[src/rtl/rx_ctrl_fsm_pkg.sv]
// -----------------------------------------------------------------------------
// rx_ctrl_fsm_pkg -- shared UART receive definitions
//
// Purpose : holds the receive-controller state encoding, the number of data
//           bits per frame and the check-tick offset. The check tick is the
//           oversample index that follows the three middle samples of a bit.
//           Those samples are prescale/2-1, prescale/2 and prescale/2+1, so
//           the tick is prescale/2 + CHECK_OFFSET.
// Ports   : none (package)
// -----------------------------------------------------------------------------
package rx_ctrl_fsm_pkg;

  // Receive controller states
  typedef enum logic [2:0] {
    ST_IDLE   = 3'd0,
    ST_START  = 3'd1,
    ST_DATA   = 3'd2,
    ST_PARITY = 3'd3,
    ST_STOP   = 3'd4
  } rx_state_e;

  // Payload bits per frame. Data bits occupy bit_cnt 1..DATA_BITS.
  localparam int unsigned DATA_BITS     = 8;
  localparam logic [3:0]  LAST_DATA_BIT = 4'(DATA_BITS);

  // Distance of the check tick from the bit midpoint
  localparam logic [5:0]  CHECK_OFFSET  = 6'd2;

  // Prescale value held after reset, before the first IDLE latch
  localparam logic [5:0]  PRESCALE_RST  = 6'd8;

  // Oversample index at which checker results are valid within a bit
  function automatic logic [5:0] check_tick(input logic [5:0] prescale);
    return {1'b0, prescale[5:1]} + CHECK_OFFSET;
  endfunction

endpackage : rx_ctrl_fsm_pkg

[src/rtl/rx_ctrl_fsm_edge_bit_counter.sv]
// -----------------------------------------------------------------------------
// edge_bit_counter -- oversample tick / bit index counter
//
// Purpose : counts edge_cnt from 0 to prescale-1 while enabled. On the wrap
//           it increments bit_cnt. When disabled, the counter holds both
//           values at 0. The clear input returns both values to 0 on the next
//           edge, so a frame can end and a new frame can start directly with
//           bit 0.
// Ports   : clk      - clock, rising edge
//           rst_n    - asynchronous active-low reset
//           enable   - count while high, hold zero while low
//           clear    - synchronous return to edge 0 / bit 0
//           prescale - oversampling ratio (8, 16 or 32)
//           edge_cnt - oversample index within the current bit
//           bit_cnt  - bit index within the frame
// -----------------------------------------------------------------------------
module edge_bit_counter
  import rx_ctrl_fsm_pkg::*;
(
  input  logic       clk,
  input  logic       rst_n,
  input  logic       enable,
  input  logic       clear,
  input  logic [5:0] prescale,
  output logic [5:0] edge_cnt,
  output logic [3:0] bit_cnt
);

  logic [5:0] edge_cnt_r;
  logic [3:0] bit_cnt_r;
  logic       last_edge_s;

  assign last_edge_s = (edge_cnt_r == (prescale - 6'd1));

  // Edge and bit counters
  always_ff @(posedge clk or negedge rst_n) begin
    if (!rst_n) begin
      edge_cnt_r <= 6'd0;
      bit_cnt_r  <= 4'd0;
    end else if (!enable || clear) begin
      edge_cnt_r <= 6'd0;
      bit_cnt_r  <= 4'd0;
    end else if (last_edge_s) begin
      edge_cnt_r <= 6'd0;
      bit_cnt_r  <= bit_cnt_r + 4'd1;
    end else begin
      edge_cnt_r <= edge_cnt_r + 6'd1;
      bit_cnt_r  <= bit_cnt_r;
    end
  end

  assign edge_cnt = edge_cnt_r;
  assign bit_cnt  = bit_cnt_r;

endmodule : edge_bit_counter

[src/rtl/rx_ctrl_fsm.sv]
// -----------------------------------------------------------------------------
// rx_ctrl_fsm -- UART receive frame controller
//
// Purpose : sequences one UART frame (start, 8 data bits, optional parity,
//           stop) from oversample ticks. At the check tick of each bit it
//           strobes the matching checker or the deserializer. It registers
//           the checker results and reports a good frame with data_valid.
//           All outputs are registered. Each strobe is set one tick early, so
//           it is high in the cycle where edge_cnt equals its tick.
// Ports   : clk, rst_n    - clock (rising edge), asynchronous active-low reset
//           rx_in         - serial line, idle high
//           prescale      - oversampling ratio 8/16/32, latched in IDLE
//           par_en        - parity bit present, latched in IDLE
//           start_glitch  - start checker result (1 = start bit sampled high)
//           par_err       - parity checker result (1 = mismatch)
//           stop_err      - stop checker result (1 = stop bit sampled low)
//           dat_samp_en   - data sampler enable, high outside IDLE
//           deser_en      - one-cycle shift strobe per data bit
//           start_chk_en, par_chk_en, stop_chk_en - one-cycle checker enables
//           edge_cnt      - oversample index within the current bit
//           bit_cnt       - bit index within the frame
//           data_valid    - one-cycle pulse at the end of a good frame
//           frame_err     - stop error of the current/last frame
//           parity_err    - parity error of the current/last frame
// -----------------------------------------------------------------------------
module rx_ctrl_fsm
  import rx_ctrl_fsm_pkg::*;
(
  input  logic       clk,
  input  logic       rst_n,
  input  logic       rx_in,
  input  logic [5:0] prescale,
  input  logic       par_en,
  input  logic       start_glitch,
  input  logic       par_err,
  input  logic       stop_err,
  output logic       dat_samp_en,
  output logic       deser_en,
  output logic       start_chk_en,
  output logic       par_chk_en,
  output logic       stop_chk_en,
  output logic [5:0] edge_cnt,
  output logic [3:0] bit_cnt,
  output logic       data_valid,
  output logic       frame_err,
  output logic       parity_err
);

  rx_state_e  state_r;
  logic [5:0] prescale_r;
  logic       par_en_r;
  logic       glitch_r;
  logic       dat_samp_en_r;
  logic       deser_en_r;
  logic       start_chk_en_r;
  logic       par_chk_en_r;
  logic       stop_chk_en_r;
  logic       data_valid_r;
  logic       frame_err_r;
  logic       parity_err_r;

  logic [5:0] edge_cnt_s;
  logic [3:0] bit_cnt_s;
  logic [5:0] tick_s;
  logic       pre_tick_s;
  logic       at_tick_s;
  logic       pre_last_s;
  logic       last_edge_s;
  logic       cnt_enable_s;
  logic       cnt_clear_s;
  logic       frame_err_nxt_s;

  // Strobes are registered, so they are set one edge before their tick
  assign tick_s      = check_tick(prescale_r);
  assign pre_tick_s  = (edge_cnt_s == (tick_s - 6'd1));
  assign at_tick_s   = (edge_cnt_s == tick_s);
  assign pre_last_s  = (edge_cnt_s == (prescale_r - 6'd2));
  assign last_edge_s = (edge_cnt_s == (prescale_r - 6'd1));

  // For prescale 8 the stop check tick and the data_valid decision fall on
  // the same edge. The decision therefore uses the value frame_err is about
  // to take, not the stale registered value.
  assign frame_err_nxt_s = at_tick_s ? stop_err : frame_err_r;

  // The counter runs in every non-IDLE state. It is cleared when the frame
  // ends (stop bit done or start glitch), so the next state, IDLE or a
  // back-to-back START, begins at edge 0 / bit 0.
  assign cnt_enable_s = (state_r != ST_IDLE);
  assign cnt_clear_s  = last_edge_s &&
                        ((state_r == ST_STOP) ||
                         ((state_r == ST_START) && glitch_r));

  edge_bit_counter u_edge_bit_counter (
    .clk      (clk),
    .rst_n    (rst_n),
    .enable   (cnt_enable_s),
    .clear    (cnt_clear_s),
    .prescale (prescale_r),
    .edge_cnt (edge_cnt_s),
    .bit_cnt  (bit_cnt_s)
  );

  // Frame sequencer with registered outputs
  always_ff @(posedge clk or negedge rst_n) begin
    if (!rst_n) begin
      state_r        <= ST_IDLE;
      prescale_r     <= PRESCALE_RST;
      par_en_r       <= 1'b0;
      glitch_r       <= 1'b0;
      dat_samp_en_r  <= 1'b0;
      deser_en_r     <= 1'b0;
      start_chk_en_r <= 1'b0;
      par_chk_en_r   <= 1'b0;
      stop_chk_en_r  <= 1'b0;
      data_valid_r   <= 1'b0;
      frame_err_r    <= 1'b0;
      parity_err_r   <= 1'b0;
    end else begin
      // Strobes last one cycle unless re-armed below
      deser_en_r     <= 1'b0;
      start_chk_en_r <= 1'b0;
      par_chk_en_r   <= 1'b0;
      stop_chk_en_r  <= 1'b0;
      data_valid_r   <= 1'b0;

      case (state_r)
        ST_IDLE: begin
          // Frame configuration is only taken while idle
          prescale_r <= prescale;
          par_en_r   <= par_en;
          if (!rx_in) begin
            state_r       <= ST_START;
            dat_samp_en_r <= 1'b1;
            glitch_r      <= 1'b0;
            frame_err_r   <= 1'b0;
            parity_err_r  <= 1'b0;
          end else begin
            state_r       <= ST_IDLE;
            dat_samp_en_r <= 1'b0;
          end
        end

        ST_START: begin
          if (pre_tick_s) begin
            start_chk_en_r <= 1'b1;
          end else begin
            start_chk_en_r <= 1'b0;
          end
          if (at_tick_s) begin
            glitch_r <= start_glitch;
          end else begin
            glitch_r <= glitch_r;
          end
          // A false start is dropped only after the whole start bit
          if (last_edge_s) begin
            if (glitch_r) begin
              state_r       <= ST_IDLE;
              dat_samp_en_r <= 1'b0;
            end else begin
              state_r       <= ST_DATA;
            end
          end else begin
            state_r <= ST_START;
          end
        end

        ST_DATA: begin
          if (pre_tick_s) begin
            deser_en_r <= 1'b1;
          end else begin
            deser_en_r <= 1'b0;
          end
          if (last_edge_s && (bit_cnt_s == LAST_DATA_BIT)) begin
            state_r <= par_en_r ? ST_PARITY : ST_STOP;
          end else begin
            state_r <= ST_DATA;
          end
        end

        ST_PARITY: begin
          if (pre_tick_s) begin
            par_chk_en_r <= 1'b1;
          end else begin
            par_chk_en_r <= 1'b0;
          end
          if (at_tick_s) begin
            parity_err_r <= par_err;
          end else begin
            parity_err_r <= parity_err_r;
          end
          if (last_edge_s) begin
            state_r <= ST_STOP;
          end else begin
            state_r <= ST_PARITY;
          end
        end

        ST_STOP: begin
          if (pre_tick_s) begin
            stop_chk_en_r <= 1'b1;
          end else begin
            stop_chk_en_r <= 1'b0;
          end
          if (at_tick_s) begin
            frame_err_r <= stop_err;
          end else begin
            frame_err_r <= frame_err_r;
          end
          // data_valid is high in the last oversample cycle of the stop bit
          if (pre_last_s) begin
            data_valid_r <= !frame_err_nxt_s && !parity_err_r;
          end else begin
            data_valid_r <= 1'b0;
          end
          if (last_edge_s) begin
            if (!rx_in) begin
              // Back-to-back frame: the line is already in the next start bit
              state_r       <= ST_START;
              dat_samp_en_r <= 1'b1;
              glitch_r      <= 1'b0;
              frame_err_r   <= 1'b0;
              parity_err_r  <= 1'b0;
            end else begin
              state_r       <= ST_IDLE;
              dat_samp_en_r <= 1'b0;
            end
          end else begin
            state_r <= ST_STOP;
          end
        end

        default: begin
          state_r       <= ST_IDLE;
          dat_samp_en_r <= 1'b0;
        end
      endcase
    end
  end

  assign dat_samp_en  = dat_samp_en_r;
  assign deser_en     = deser_en_r;
  assign start_chk_en = start_chk_en_r;
  assign par_chk_en   = par_chk_en_r;
  assign stop_chk_en  = stop_chk_en_r;
  assign edge_cnt     = edge_cnt_s;
  assign bit_cnt      = bit_cnt_s;
  assign data_valid   = data_valid_r;
  assign frame_err    = frame_err_r;
  assign parity_err   = parity_err_r;

endmodule : rx_ctrl_fsm

[config.mk]
export PLATFORM = sky130hd
export DESIGN_NAME = rx_ctrl_fsm
export DESIGN_NICKNAME = d
export VERILOG_FILES = /design/src/rtl/rx_ctrl_fsm_pkg.sv /design/src/rtl/rx_ctrl_fsm_edge_bit_counter.sv /design/src/rtl/rx_ctrl_fsm.sv
export SDC_FILE = /design/constraint.sdc
export NUM_CORES = 1
export LEC_CHECK = 0
export CAP_MARGIN = 5
export CORE_MARGIN = 3
export CORE_UTILIZATION = 40
export DETAILED_ROUTE_END_ITERATION = 6
export MAX_ROUTING_LAYER = met4
export PLACE_DENSITY_LB_ADDON = 0.3
export REMOVE_ABC_BUFFERS = 1
export SYNTH_ARGS = -nofsm -noshare
export SYNTH_HDL_FRONTEND = slang
export SYNTH_SLANG_ARGS = --single-unit
[constraint.sdc]
create_clock -name clk -period 2.35 [get_ports clk]
set_input_delay 0.47 -clock clk [delete_from_list [all_inputs] [get_ports clk]]
set_output_delay 0.47 -clock clk [all_outputs]
set_load 0.02 [all_outputs]
==> results of run 1 <==
## layout by cell type (no fill, tap or decap), drive strengths merged, types with 2 or more instances in the layout
master and n:
xnor2 18, nand2b 4, bufinv 2, dfrtp 28, o21ai 19, and4 2, a22o 5, clkbuf 5
or4 2, nor4 3, nand3b 2, nand3 5, mux2i 4, or2 2, clkdlybuf4s50 30, xor2 9
buf 28, inv 11, nor2 19, a31oi 2, nand2 21, nor3b 2, o21a 2, a21oi 4
nand4 3, nor3 6, mux2 4, ha 11
## report_power, final
group	internal [µW]	switching [µW]	total, µW
clock network	421	201	622
logic	1300	1340	2640
registers	682	237	919
total	2410	1780	4190
## worst max-delay path by stage
stage | end | slack (ns) | cells past startpoint
3_5_place_dp | deser_en$_DFF_PN0_ | -0.20 | 8
6_report | glitch_r$_DFFE_PN0P_ | 0.03 | 8
3_3_place_gp | deser_en$_DFF_PN0_ | -0.1 | 8
5_1_grt | deser_en$_DFF_PN0_ | -0.1 | 7
2_1_floorplan | u_edge_bit_counter.bit_cnt[2]$_DFFE_PN0P_ | -0.19 | 8
4_1_cts | deser_en$_DFF_PN0_ | -0.02 | 7
## metrics by stage
| step | total power (µW) | hold WS, ns |
|---|---|---|
| after floorplan | 2458 | 0.1744 |
| after global placement | 3228 | 0.5167 |
| after detailed placement | 3277 | 0.5297 |
| after CTS | 4063 | 0.5444 |
| after global routing | 4509 | 0.5820 |
| final | 4186 | 0.5395 |
## state kept, by name, indices dropped and copies added (netlist names)
name / cells
parity_err: 1
u_edge_bit_counter.bit_cnt: 4
state_r: 3
prescale_r: 6
par_chk_en: 1
start_chk_en: 1
stop_chk_en: 1
dat_samp_en: 1
frame_err: 1
data_valid: 1
u_edge_bit_counter.edge_cnt: 6
par_en_r: 1
deser_en: 1
glitch_r: 1
## logic make-up after synthesis
kind of cell / after synthesis / synth area share
flip-flops: 29 / 0.3687
XOR/XNOR: 27 / 0.1199
AO/OA/AOI/OAI: 42 / 0.1529
AND/OR/NAND/NOR: 74 / 0.1961
adder cells (fa/ha/maj): 11 / 0.06980
multiplexers: 8 / 0.04505
buffers and inverters: 22 / 0.04759
## critical path, delay by kind of cell (launching register included)
family | cells | cell delay, ns
DFF | 1 | 0.59
and+or+nand+nor | 3 | 0.90
AOI/OAI and AO/OA | 2 | 0.16
adders and majority gates | 1 | 0.18
muxes | 1 | 0.30
buffers and inverters | 1 | 0.08
## routing by layer
| layer | GRT usage | vias to the layer above | wire length (µm) |
|---|---|---|---|
| li1 | - | 846 | - |
| met3 | 0.03664 | 6 | 237 |
| met1 | 0.2315 | 788 | 2157 |
| met4 | 0.05978 | 0 | 74 |
| met5 | - | - | 0 |
| met2 | 0.2777 | 53 | 2241 |
## layout make-up
| cell class | instances | area [µm²] | area share |
|---|---|---|---|
| clock buffer | 5 | 68.82 | 0.02502 |
| clock inverter | 3 | 65.06 | 0.02366 |
| inverter | 11 | 41.29 | 0.01501 |
| multi-input combinational | 162 | 1255 | 0.4563 |
| sequential | 29 | 728.2 | 0.2648 |
| tap | 65 | 81.33 | 0.02957 |
| timing repair buffer | 58 | 510.5 | 0.1856 |
## timing repair
action                                  CTS  global route
pin swaps                                 3             9
gates resized for setup                  11            11
endpoints found under the hold margin     0             0
setup buffers                             5             1
endpoints found under the setup margin   20            21
cloned                                    0             0
==> out/results.txt, run 1 <==
Period Utilization, post-route: 0.9873
Layout cell share with drive strength beyond 1: 0.2388
Clk root buf: sky130_fd_sc_hd__clkbuf_8
Cell count after placement: 319
Ranking of synthesized cells by area: sky130_fd_sc_hd__dfrtp_1, sky130_fd_sc_hd__xnor2_1, sky130_fd_sc_hd__ha_1
Origin of the critical flop-to-flop path: prescale_r[3]$_DFFE_PN1N_
Reg2Reg Capture Point: glitch_r$_DFFE_PN0P_
# diodes: 0
Synth cell count leaders: sky130_fd_sc_hd__dfrtp_1, sky130_fd_sc_hd__nand2_1, sky130_fd_sc_hd__nor2_1
Relative slew slack: 0.5412
Achievable Freq: 431.0 MHz
Hold_buf cts: 0
Final hold violation count: 0
Post-synth EDFFs: 0
Avg Cell Area, Syn: 9.258 µm²
Depth of the worst hold-timing path: 1
Flop-to-flop setup slack: 0.03 ns
Layout overhead on the synthesized area: 39.47%
Final routed wire length divided by cell count: 14.14 µm
Final core occ: 0.6025
Detailed-route wire length: 4709 µm
Path category of the worst min-delay check: reg -> reg
Count of final setup violators: 0
Setup WS post-layout: 0.02974 ns
Die Y: 76.21 µm
Global-route wire length before repair: 8169 µm
Dpl ws: -0.1966 ns
Netlist Area Pre-Place: 1972 µm²
Total core area: 4564 µm²
GRT Util Overall: 0.1782
Weighted congestion reported at the end of routability-driven placement: 0.8700
Synth area leader: sky130_fd_sc_hd__dfrtp_1
Gate count after technology mapping: 213
Yosys Warn Count: 0
FFs w/ async S/R, synth: 1.000
Initial antenna violation count: 0
Power density cells: 1522 nW/µm²
Hold Startpoint: par_en_r$_DFFE_PN0N_
Total DRC errors in the routed layout: 0
Top-count cell post-synth: sky130_fd_sc_hd__dfrtp_1
Master of the slowest instance on the critical path: sky130_fd_sc_hd__dfstp_2
Synth unique cells: 48
Vias per cell: 5.084
Category of the most critical setup path: reg -> reg
Min Tclk post-route: 2.320 ns
Final-layout fill cell count: 407
Dpl hpwl: 3363 µm
Clock transition at the registers of the reported paths: 0.07 ns
RSZ-0062 raised after global routing: yes
Number of CTS-inserted buffers: 5
Vias in the first global route: 1,721
Crit path max fanout: 5
TritonCTS clock tree: done
Max VDD drop: 0.001037 V
Flip-flop and latch count after synthesis: 29
Count of maximum capacitance violations: 0
Flip-flop cell with the highest count after synthesis: sky130_fd_sc_hd__dfrtp_1
Post-detailed-route count of antenna-violating nets: 0
Critical path cell sequence: inv_2 > ha_4 > nand2b_4 > a21oi_1 > or4_4 > nor3_4 > o21ai_2 > mux2_4
Static leakage: 0.001163 µW
Setup crit end kind: flop
Number of placed I/O pins: 31
Largest buffer count on any clock path: 2
Outcome: completed
Actual transition at the worst max-transition pin: 0.6882 ns
Startpoint of the worst setup timing path: prescale_r[3]$_DFFE_PN1N_
Initial cell density of the core: 0.4320
Accumulated negative setup slack: 0 ns
Worst hold path endpoint: par_en_r$_DFFE_PN0N_
Total clock sinks: 29
Arrival time at the worst endpoint: 2.49 ns
CP max stage delay: 0.59 ns
Worst clock skew: 0.001863 ns
Startpoint type of the worst setup path: flop
Post-Layout Inst Area: 2750 µm²
Post-route insts no fill: 333
Part of the Yosys area used for sequential elements: 0.3687
Clock Latency Late Sink: 0.28 ns
Final Net Count: 291
Largest net degree at the start of global routing: 30
Input/output buffers: 30
Remaining global-route overflow: 0
Cell depth of the worst flop-to-flop path: 8
Area share of the largest cell type after synthesis: 0.3553
Area after detailed placement: 2466 µm²
First drt pass iteration count: 4
Die X-Extent: 76.21 µm
Max H-tree Level: 2
Die outline area: 5808 µm²
DRT iter0 DRCs: 107
Total via count after detailed routing: 1,693
Number of rows created at floorplan: 24
Required time reported for the critical path endpoint: 2.52 ns
Max Slew Vio Count: 0
(Power assumes the default switching activity.)
==> run 2: changes to the inputs <==
- PLACE_DENSITY_LB_ADDON: 0.3 -> unset
==> out/results.txt, run 2 (synthesized netlist as in run 1, its figures left out) <==
Outcome: completed (unchanged)
Met3 routing resource usage after global routing: 0.03901 (was 0.03664)
CP max stage delay: 0.58 ns (was 0.59 ns)
Multi-input combinational cell area: 1251 µm² (was 1255 µm²)
Relative slew slack: 0.6632 (was 0.5412)
Total clock sinks: 29 (unchanged)
Setup crit end kind: flop (unchanged)
Detailed-route wire length: 4408 µm (was 4709 µm)
Initial antenna violation count: 0 (unchanged)
Remaining global-route overflow: 0 (unchanged)
Initial cell density of the core: 0.4320 (unchanged)
DRT iter0 DRCs: 80 (was 107)
Critical path cell sequence: inv_2 > ha_4 > and3_1 > or4_4 > nor3_4 > o21ai_2 > mux2_4 (was inv_2 > ha_4 > nand2b_4 > a21oi_1 > or4_4 > nor3_4 > o21ai_2 > mux2_4)
Commonest cells after routing, fill and taps aside: sky130_fd_sc_hd__buf_4, sky130_fd_sc_hd__clkdlybuf4s50_1, sky130_fd_sc_hd__dfrtp_1 (was sky130_fd_sc_hd__clkdlybuf4s50_1, sky130_fd_sc_hd__buf_4, sky130_fd_sc_hd__dfrtp_1)
Total core area: 4564 µm² (unchanged)
Post-route insts no fill: 337 (was 333)
Total via count after detailed routing: 1,676 (was 1,693)
GRT Util Overall: 0.1545 (was 0.1782)
Required time reported for the critical path endpoint: 2.51 ns (was 2.52 ns)
Most common cell after layout, fill and taps aside: sky130_fd_sc_hd__buf_4 (was sky130_fd_sc_hd__clkdlybuf4s50_1)
Dpl hpwl: 3286 µm (was 3363 µm)
Master of the slowest instance on the critical path: sky130_fd_sc_hd__or4_4 (was sky130_fd_sc_hd__dfstp_2)
Global-route layer with the greatest usage: met2 (unchanged)
Category of the most critical setup path: reg -> reg (unchanged)
Final Net Count: 295 (was 291)
Vias per cell: 4.973 (was 5.084)
Kind of cell adding the most delay to the critical path: simple AND/OR/NAND/NOR gates (unchanged)
Period Utilization, post-route: 0.9869 (was 0.9873)
Die Y: 76.21 µm (unchanged)
Largest net degree at the start of global routing: 30 (unchanged)
Layout cell share with drive strength beyond 1: 0.2500 (was 0.2388)
Arrival time at the worst endpoint: 2.48 ns (was 2.49 ns)
Global-route wire length before repair: 7058 µm (was 8169 µm)
RSZ-0062 raised after global routing: yes (unchanged)
Hold_buf cts: 0 (unchanged)
Clk root buf: sky130_fd_sc_hd__clkbuf_8 (unchanged)
Cell count after placement: 324 (was 319)
Setup WS post-layout: 0.03084 ns (was 0.02974 ns)
Crit path max fanout: 6 (was 5)
Path category of the worst min-delay check: reg -> reg (unchanged)
Post-detailed-route count of antenna-violating nets: 0 (unchanged)
Number of placed I/O pins: 31 (unchanged)
Count of maximum capacitance violations: 0 (unchanged)
Cell depth of the worst flop-to-flop path: 7 (was 8)
TritonCTS clock tree: done (unchanged)
GRT met2 Usage: 0.2241 (was 0.2777)
Reg area: 728.2 µm² (unchanged)
Depth of the worst hold-timing path: 1 (unchanged)
Clock transition at the registers of the reported paths: 0.06 ns (was 0.07 ns)
Weighted congestion reported at the end of routability-driven placement: 0.8452 (was 0.8700)
Final-layout fill cell count: 422 (was 407)
Worst clock skew: 0.003040 ns (was 0.001863 ns)
Max VDD drop: 0.0008902 V (was 0.001037 V)
Largest buffer count on any clock path: 2 (unchanged)
Layout overhead on the synthesized area: 40.04% (was 39.47%)
Power density cells: 1496 nW/µm² (was 1522 nW/µm²)
Die X-Extent: 76.21 µm (unchanged)
Achievable Freq: 431.2 MHz (was 431.0 MHz)
Number of CTS-inserted buffers: 5 (unchanged)
Vias in the first global route: 1,512 (was 1,721)
Total DRC errors in the routed layout: 0 (unchanged)
Final routed wire length divided by cell count: 13.08 µm (was 14.14 µm)
Buf+Inv Stages, Crit Path: 1 (unchanged)
Clock Latency Late Sink: 0.27 ns (was 0.28 ns)
Dpl ws: -0.09434 ns (was -0.1966 ns)
Min Tclk post-route: 2.319 ns (was 2.320 ns)
First drt pass iteration count: 4 (unchanged)
Startpoint type of the worst setup path: flop (unchanged)
Count of final setup violators: 0 (unchanged)
Final hold violation count: 0 (unchanged)
Max H-tree Level: 2 (unchanged)
Actual transition at the worst max-transition pin: 0.5052 ns (was 0.6882 ns)
Number of rows created at floorplan: 24 (unchanged)
Max Slew Vio Count: 0 (unchanged)
Global routing usage on met1: 0.2131 (was 0.2315)
Levels on crit path: 7 (was 8)
Input/output buffers: 30 (unchanged)
Die outline area: 5808 µm² (unchanged)
# diodes: 0 (unchanged)
Static leakage: 0.001167 µW (was 0.001163 µW)
[run 2: power breakdown]
| part | internal, µW | switching (µW) | leakage [µW] |
|---|---|---|---|
| combinational | 1360 | 1320 | 0.000752 |
| sequential | 681 | 234 | 0.000357 |
| clock | 345 | 189 | 0.0000585 |
| total | 2390 | 1750 | 0.00117 |
[run 2: layer usage]
metal / wire (µm) / part of all wire
met1: 2281 / 0.52
met3: 129 / 0.029
met5: 0 / 0
met2: 1941 / 0.44
met4: 55 / 0.012
[run 2: worst paths after layout]
| path | from | to | slack [ns] |
|---|---|---|---|
| min reg2reg | par_en_r$_DFFE_PN0N_ | par_en_r$_DFFE_PN0N_ | 0.56 |
| min in group asynchronous | rst_n | prescale_r[5]$_DFFE_PN0N_ | 0.58 |
| min | par_en_r$_DFFE_PN0N_ | par_en_r$_DFFE_PN0N_ | 0.56 |
| max in group asynchronous | rst_n | prescale_r[3]$_DFFE_PN1N_ | 1.46 |
| max reg2reg | prescale_r[3]$_DFFE_PN1N_ | glitch_r$_DFFE_PN0P_ | 0.03 |
| max | prescale_r[3]$_DFFE_PN1N_ | glitch_r$_DFFE_PN0P_ | 0.03 |
[run 2: stage by stage]
stage	total power (µW)	instance area (µm²)	hold slack, ns	setup TNS (ns)	utilization
floorplan	2458	1919	0.1744	-0.3724	-
finish	4132	2761	0.5581	0	0.6050
global placement	3321	2504	0.5486	-0.09983	0.5485
detailed placement	3342	2504	0.5513	-0.1833	0.5485
CTS	3949	2643	0.5664	-0.005016	0.5789
global route	4447	2761	0.5888	-0.1374	0.6050
[run 2: cell type report]
type	instances	share of cell area
multi-input cells	162	0.4531
flip-flops and latches	29	0.2637
repair buffers	62	0.1957
clock buffers	7	0.03126
well taps	65	0.02945
inverters	11	0.01586
clock inverters	1	0.01087
[run 2: what timing repair did]
item	4_1_cts	5_1_grt
setup buffers	0	5
endpoints found under the setup margin	9	21
resized for setup	4	19
pin swaps	1	7
